<file path="config.mk">
export PLATFORM = sky130hd
export DESIGN_NAME = triram_arbiter
export DESIGN_NICKNAME = d
export VERILOG_FILES = /design/src/rtl/triram_arbiter.sv
export SDC_FILE = /design/constraint.sdc
export NUM_CORES = 1
export LEC_CHECK = 0
export CAP_MARGIN = 15
export CORE_AREA = 2 2 114 116
export CTS_BUF_LIST = sky130_fd_sc_hd__clkbuf_16
export DETAILED_ROUTE_END_ITERATION = 12
export DIE_AREA = 0 0 116 118
export GPL_ROUTABILITY_DRIVEN = 1
export PLACE_DENSITY = 0.73
export SLEW_MARGIN = 20
export SYNTH_ARGS = -nofsm -noshare
export SYNTH_HDL_FRONTEND = slang
export SYNTH_SLANG_ARGS = --single-unit
</file>
<file path="constraint.sdc">
create_clock -name clk -period 4.85 [get_ports clk]
set_input_delay 0.485 -clock clk [delete_from_list [all_inputs] [get_ports clk]]
set_output_delay 0.485 -clock clk [all_outputs]
set_load 0.03 [all_outputs]
</file>
<file path="src/rtl/triram_arbiter.sv">
// triram_arbiter: shares one triram between an instruction-fetch port (0)
// and a data port (1). Round-robin arbitration, one outstanding access at a
// time, watchdog abort for accesses that never complete. All outputs are
// registered; the block is a four-state FSM (IDLE/ISSUE/WAIT/RESP).
module triram_arbiter #(
  parameter int TIMEOUT = 15
) (
  input  logic        clk,
  input  logic        rst,
  // port 0: instruction fetch
  input  logic        r0_req,
  input  logic        r0_write,
  input  logic [1:0]  r0_pt,
  input  logic [17:0] r0_addr,
  input  logic [17:0] r0_in,
  output logic        r0_ack,
  output logic        r0_o,
  output logic        r0_pagefault,
  output logic [17:0] r0_out,
  // port 1: data
  input  logic        r1_req,
  input  logic        r1_write,
  input  logic [1:0]  r1_pt,
  input  logic [17:0] r1_addr,
  input  logic [17:0] r1_in,
  output logic        r1_ack,
  output logic        r1_o,
  output logic        r1_pagefault,
  output logic [17:0] r1_out,
  // shared triram
  output logic        m_e,
  output logic        m_write,
  output logic [1:0]  m_pt,
  output logic [17:0] m_addr,
  output logic [17:0] m_in,
  input  logic        m_o,
  input  logic        m_pagefault,
  input  logic [17:0] m_out,
  // status
  output logic        busy,
  output logic        timeout
);

  typedef enum logic [1:0] {IDLE, ISSUE, WAIT, RESP} state_t;

  // Every registered output and piece of bookkeeping in one record so the
  // output logic can compute a complete next value in a single place.
  typedef struct packed {
    logic        m_e;
    logic        m_write;
    logic [1:0]  m_pt;
    logic [17:0] m_addr;
    logic [17:0] m_in;
    logic        owner;    // port that owns the current access
    logic        last;     // port granted most recently
    logic [7:0]  cnt;      // watchdog counter, counts WAIT cycles
    logic [1:0]  ack;      // one-cycle grant pulse per port
    logic [1:0]  o;        // one-cycle completion pulse per port
    logic [1:0]  pf;       // pagefault per port, held between responses
    logic [17:0] out0;
    logic [17:0] out1;
    logic        timeout;  // sticky watchdog flag
    logic        busy;
  } regs_t;

  localparam logic [7:0] TMAX = 8'(TIMEOUT - 1);

  state_t state_q, state_d;
  regs_t  r_q, r_d;
  logic   grant_valid;
  logic   grant_port;

  // Round-robin choice: a lone request wins outright, a tie goes to the port
  // that was not served last.
  always_comb begin
    grant_valid = r0_req | r1_req;
    if (r0_req && r1_req) grant_port = ~r_q.last;
    else                  grant_port = r1_req;
  end

  // State register; reset drops the in-flight access immediately.
  always_ff @(posedge clk or posedge rst) begin
    if (rst) state_q <= IDLE;
    // NOTE: sequential state is assigned with <= so every register samples
    // the pre-edge values of its inputs, independent of statement order.
    else     state_q <= state_d;
  end

  // Next-state logic.
  always_comb begin
    state_d = state_q;
    case (state_q)
      IDLE:    if (grant_valid) state_d = ISSUE;
      ISSUE:   state_d = WAIT;
      WAIT:    if (m_o || r_q.cnt == TMAX) state_d = RESP;
      RESP:    state_d = IDLE;
      default: state_d = IDLE;
    endcase
  end

  // Next value of every registered output, derived from the current state.
  always_comb begin
    // NOTE: starting from the held value and then overriding pulses gives
    // every field a value on every path, so no latch can be inferred.
    r_d      = r_q;
    r_d.m_e  = 1'b0;
    r_d.ack  = 2'b00;
    r_d.o    = 2'b00;
    r_d.busy = (state_d != IDLE);
    case (state_q)
      IDLE: begin
        if (grant_valid) begin
          r_d.owner   = grant_port;
          r_d.last    = grant_port;
          r_d.ack     = grant_port ? 2'b10 : 2'b01;
          r_d.m_e     = 1'b1;
          r_d.m_write = grant_port ? r1_write : r0_write;
          r_d.m_pt    = grant_port ? r1_pt    : r0_pt;
          r_d.m_addr  = grant_port ? r1_addr  : r0_addr;
          r_d.m_in    = grant_port ? r1_in    : r0_in;
        end
      end
      ISSUE: begin
        r_d.cnt = 8'd0;
      end
      WAIT: begin
        if (m_o) begin
          if (r_q.owner) begin
            r_d.out1  = m_out;
            r_d.pf[1] = m_pagefault;
            r_d.o     = 2'b10;
          end else begin
            r_d.out0  = m_out;
            r_d.pf[0] = m_pagefault;
            r_d.o     = 2'b01;
          end
        end else if (r_q.cnt == TMAX) begin
          // Watchdog abort: report a pagefault with zero data.
          r_d.timeout = 1'b1;
          if (r_q.owner) begin
            r_d.out1  = 18'd0;
            r_d.pf[1] = 1'b1;
            r_d.o     = 2'b10;
          end else begin
            r_d.out0  = 18'd0;
            r_d.pf[0] = 1'b1;
            r_d.o     = 2'b01;
          end
        end else begin
          r_d.cnt = r_q.cnt + 8'd1;
        end
      end
      default: ;
    endcase
  end

  // Output registers; all clear on reset except last, so port 0 wins the
  // first tie.
  always_ff @(posedge clk or posedge rst) begin
    if (rst) begin
      // NOTE: this is a small set of control/data flops, not a memory array,
      // so resetting all of it is cheap and gives defined outputs.
      r_q      <= '0;
      r_q.last <= 1'b1;
    end else begin
      r_q <= r_d;
    end
  end

  assign m_e          = r_q.m_e;
  assign m_write      = r_q.m_write;
  assign m_pt         = r_q.m_pt;
  assign m_addr       = r_q.m_addr;
  assign m_in         = r_q.m_in;
  assign r0_ack       = r_q.ack[0];
  assign r1_ack       = r_q.ack[1];
  assign r0_o         = r_q.o[0];
  assign r1_o         = r_q.o[1];
  assign r0_pagefault = r_q.pf[0];
  assign r1_pagefault = r_q.pf[1];
  assign r0_out       = r_q.out0;
  assign r1_out       = r_q.out1;
  assign busy         = r_q.busy;
  assign timeout      = r_q.timeout;

endmodule

</file>
==> impl_metrics.csv <==
group,metric,value,unit
run_status,status,"finished clean",
setup_path,crit_chain,"inv_1 > ha_1 > o21ai_4 > nor2_2 > a221o_1",
timing,finalCritPeriodShare,0.5133,
cells_and_area,most-common-layout-cells,"clkdlybuf4s50_1, dfrtp_1, a21o_1",
die,core.rowCount,41,
place,gp_congestion,0.8067,
cells_and_area,area_growth,34.80,%
logic_synthesis,ys_types,44,
setup_path,critPathLaunchType,"flop",
logic_synthesis,synth_top_area_cell,"dfrtp_1",
clock_tree,cts_resized,0,
detailed_routing,dr_total_vias,3649,
detailed_routing,avgViaCountPerCell,5.111,
clock_tree,cts.clk_slew.worst_paths,60,ps
detailed_routing,dr.pass1.iters,4,
place,place_area,6284,um^2
clock_tree,cts.sinks,96,
grt,grt_pass1_vias,3815,
logic_synthesis,yosysWarnings,0,
clock_tree,clockRootBuffer,"clkbuf_16",
cells_and_area,mostFrequentLayoutCell,"clkdlybuf4s50_1",
setup_path,crit_path_max_incr_delay,760,ps
timing,fin_crit,2489,ps
grt,antenna_found_initial,0,
setup_path,cp_max_fo,31,
detailed_routing,wl_per_cell,15.93,um
logic_synthesis,synth.net_count,548,
clock_tree,cts_tree,"done",
cells_and_area,n_antenna_cell,0,
power_and_ir_drop,powerDensity,667.5,nW/um^2
setup_path,worstSetupPathType,"reg -> reg",
worst_hold_path,hold_depth,1,
worst_hold_path,hold_path_class,"reg -> reg",
timing,grt_setup_unrepaired,"no",
cells_and_area,nets,644,
place,portBuffers,185,
setup_path,worstPathRequired,5130,ps
place,dpl.hpwl,8075,um
timing,slew_headroom,0.3780,
grt,track_usage,0.1727,
job,max-cap-violations,0,
die,dieArea,13690,um^2
logic_synthesis,avgSynthCellArea,11.15,um^2
logic_synthesis,synth_area,4918,um^2
die,coreArea,12410,um^2
logic_synthesis,synth_ff_type,"dfrtp_1",
timing,setup_viol,0,
logic_synthesis,async_flop_share,1.000,
detailed_routing,routed_wl,11370,um
timing,fmax,0.4017,GHz
die,io-pin-count,186,
logic_synthesis,synth_edf_count,0,
timing,tightest_slew,932.1,ps
clock_tree,clock_latency,350,ps
grt,grt_pass1_wl,18790,um
power_and_ir_drop,p_leak,2.844,nW
grt,grt_max_degree,58,
clock_tree,postCtsSetupRepairBufs,0,
setup_path,crit_arrival,2770,ps
detailed_routing,detail-route-antenna-nets,0,
cells_and_area,layout-drive-gt1-share,0.04797,
logic_synthesis,ys_seq_elements,96,
setup_path,end_kind,"flop",
cells_and_area,final_cell_area,6630,um^2
setup_path,critical_path.slowest_cell,"nor2_2",
clock_tree,holdBufCountCts,0,
logic_synthesis,syn_inst,441,
clock_tree,htreeDepth,3,
setup_path,critPathBufInv,1,
setup_path,r2r_cells,5,
setup_path,path_delay_family,"simple AND/OR/NAND/NOR gates",
clock_tree,cts_buffer_depth,2,
setup_path,cp.depth,5,
timing,tns,0,ps
die,initial_core_util,0.3962,
logic_synthesis,synthDominantCellAreaShare,0.4833,
detailed_routing,dr.first_iter.drc_count,176,
power_and_ir_drop,ir_drop,307.5,uV
grt,grt.overflow.total,0,
detailed_routing,drc_errors,0,
timing,finalClockSkew,8.132,ps
logic_synthesis,ys_top_cells_by_area,"dfrtp_1, buf_4, a22o_1",
setup_path,ff2ff_setup_slack,2360,ps
timing,final_max_slew_viol_count,0,
logic_synthesis,ys_seq_area_frac,0.4887,
die,die_h,118,um
die,fp.dieW,116,um
clock_tree,cts-buffers-inserted,9,
timing,hold_viol,0,
==> registers in the layout, indices dropped and copies added (netlist names) <==
signal and cells:
busy 1, m_addr 18, m_e 1, m_in 18, m_pt 2, m_write 1, r0_ack 1, r0_o 1
r0_out 18, r0_pagefault 1, r1_ack 1, r1_o 1, r1_out 18, r1_pagefault 1, r_q 10, state_q 2
timeout 1
==> worst reg2reg max path, stage by stage (launching register included) <==
cell     delay, ps
dfrtp_1        420
inv_1          100
ha_1           750
o21ai_4        120
nor2_2         760
a221o_1        280
==> cell families after synthesis <==
logic type                 synth area share
adders and majority gates           0.01272
buffers and inverters                0.1592
DFF                                  0.4887
and+or+nand+nor                     0.07683
muxes                               0.04477
AOI/OAI and AO/OA                    0.2178
==> power by group <==
group | internal (W) | switching [W] | total [W]
Combinational | 0.00106 | 0.00123 | 0.00229
Sequential | 0.00114 | 0.000238 | 0.00138
Clock | 0.000453 | 0.000305 | 0.000757
==> per-layer routing <==
metal / vias up / wire, um / global-route usage / share of wire
met5: - / 0 / 0 / 0
met4: 0 / 181 / 0.06324 / 0.016
met1: 1783 / 4944 / 0.2146 / 0.43
li1: 1710 / - / - / -
met2: 144 / 5291 / 0.2822 / 0.47
met3: 12 / 955 / 0.05201 / 0.084
==> through the flow <==
| step | power [W] | cells | hold slack (ps) | setup WS, ps | utilization |
|---|---|---|---|---|---|
| final | 0.004426 | 714 | 470.4 | 2361 | 0.5341 |
| after global routing | 0.004697 | 714 | 503.7 | 2062 | 0.5341 |
| after CTS | 0.004471 | 713 | 479.0 | 2330 | 0.5318 |
| after detailed placement | 0.003697 | 697 | 459.5 | 2336 | 0.5061 |
| after global placement | 0.003631 | 697 | 462.0 | 2460 | 0.5061 |
| after floorplan | 0.003200 | 441 | 456.8 | 1861 | - |
==> Yosys cell counts, types with 2 or more instances <==
| cell | count |
|---|---|
| nor3_1 | 2 |
| ha_1 | 5 |
| a22o_1 | 36 |
| dfrtp_1 | 95 |
| and3_1 | 24 |
| a221o_1 | 23 |
| buf_6 | 6 |
| o21ai_1 | 16 |
| a21oi_1 | 6 |
| buf_4 | 79 |
| buf_2 | 8 |
| mux2i_1 | 22 |
| inv_1 | 11 |
| nand2b_1 | 5 |
| clkbuf_1 | 11 |
| nand2_1 | 23 |
| nor2_1 | 5 |
| a211oi_1 | 2 |
| a21o_1 | 37 |
==> final cells by class <==
class,instances,area (um^2)
clock buffers,9,225.2
inverters,11,43.79
fillers,1116,5784
well taps,172,215.2
multi-input cells,230,1747
repair buffers,189,1902
flip-flops and latches,96,2404
clock inverters,7,93.84
==> final timing paths <==
check | from | to
max | state_q[0] | m_addr[2]
min | timeout | timeout
max reg2reg | state_q[0] | m_addr[2]
min in group asynchronous | rst | m_addr[17]
min reg2reg | timeout | timeout
max in group asynchronous | rst | r_q[50]
(Power assumes the default switching activity.)
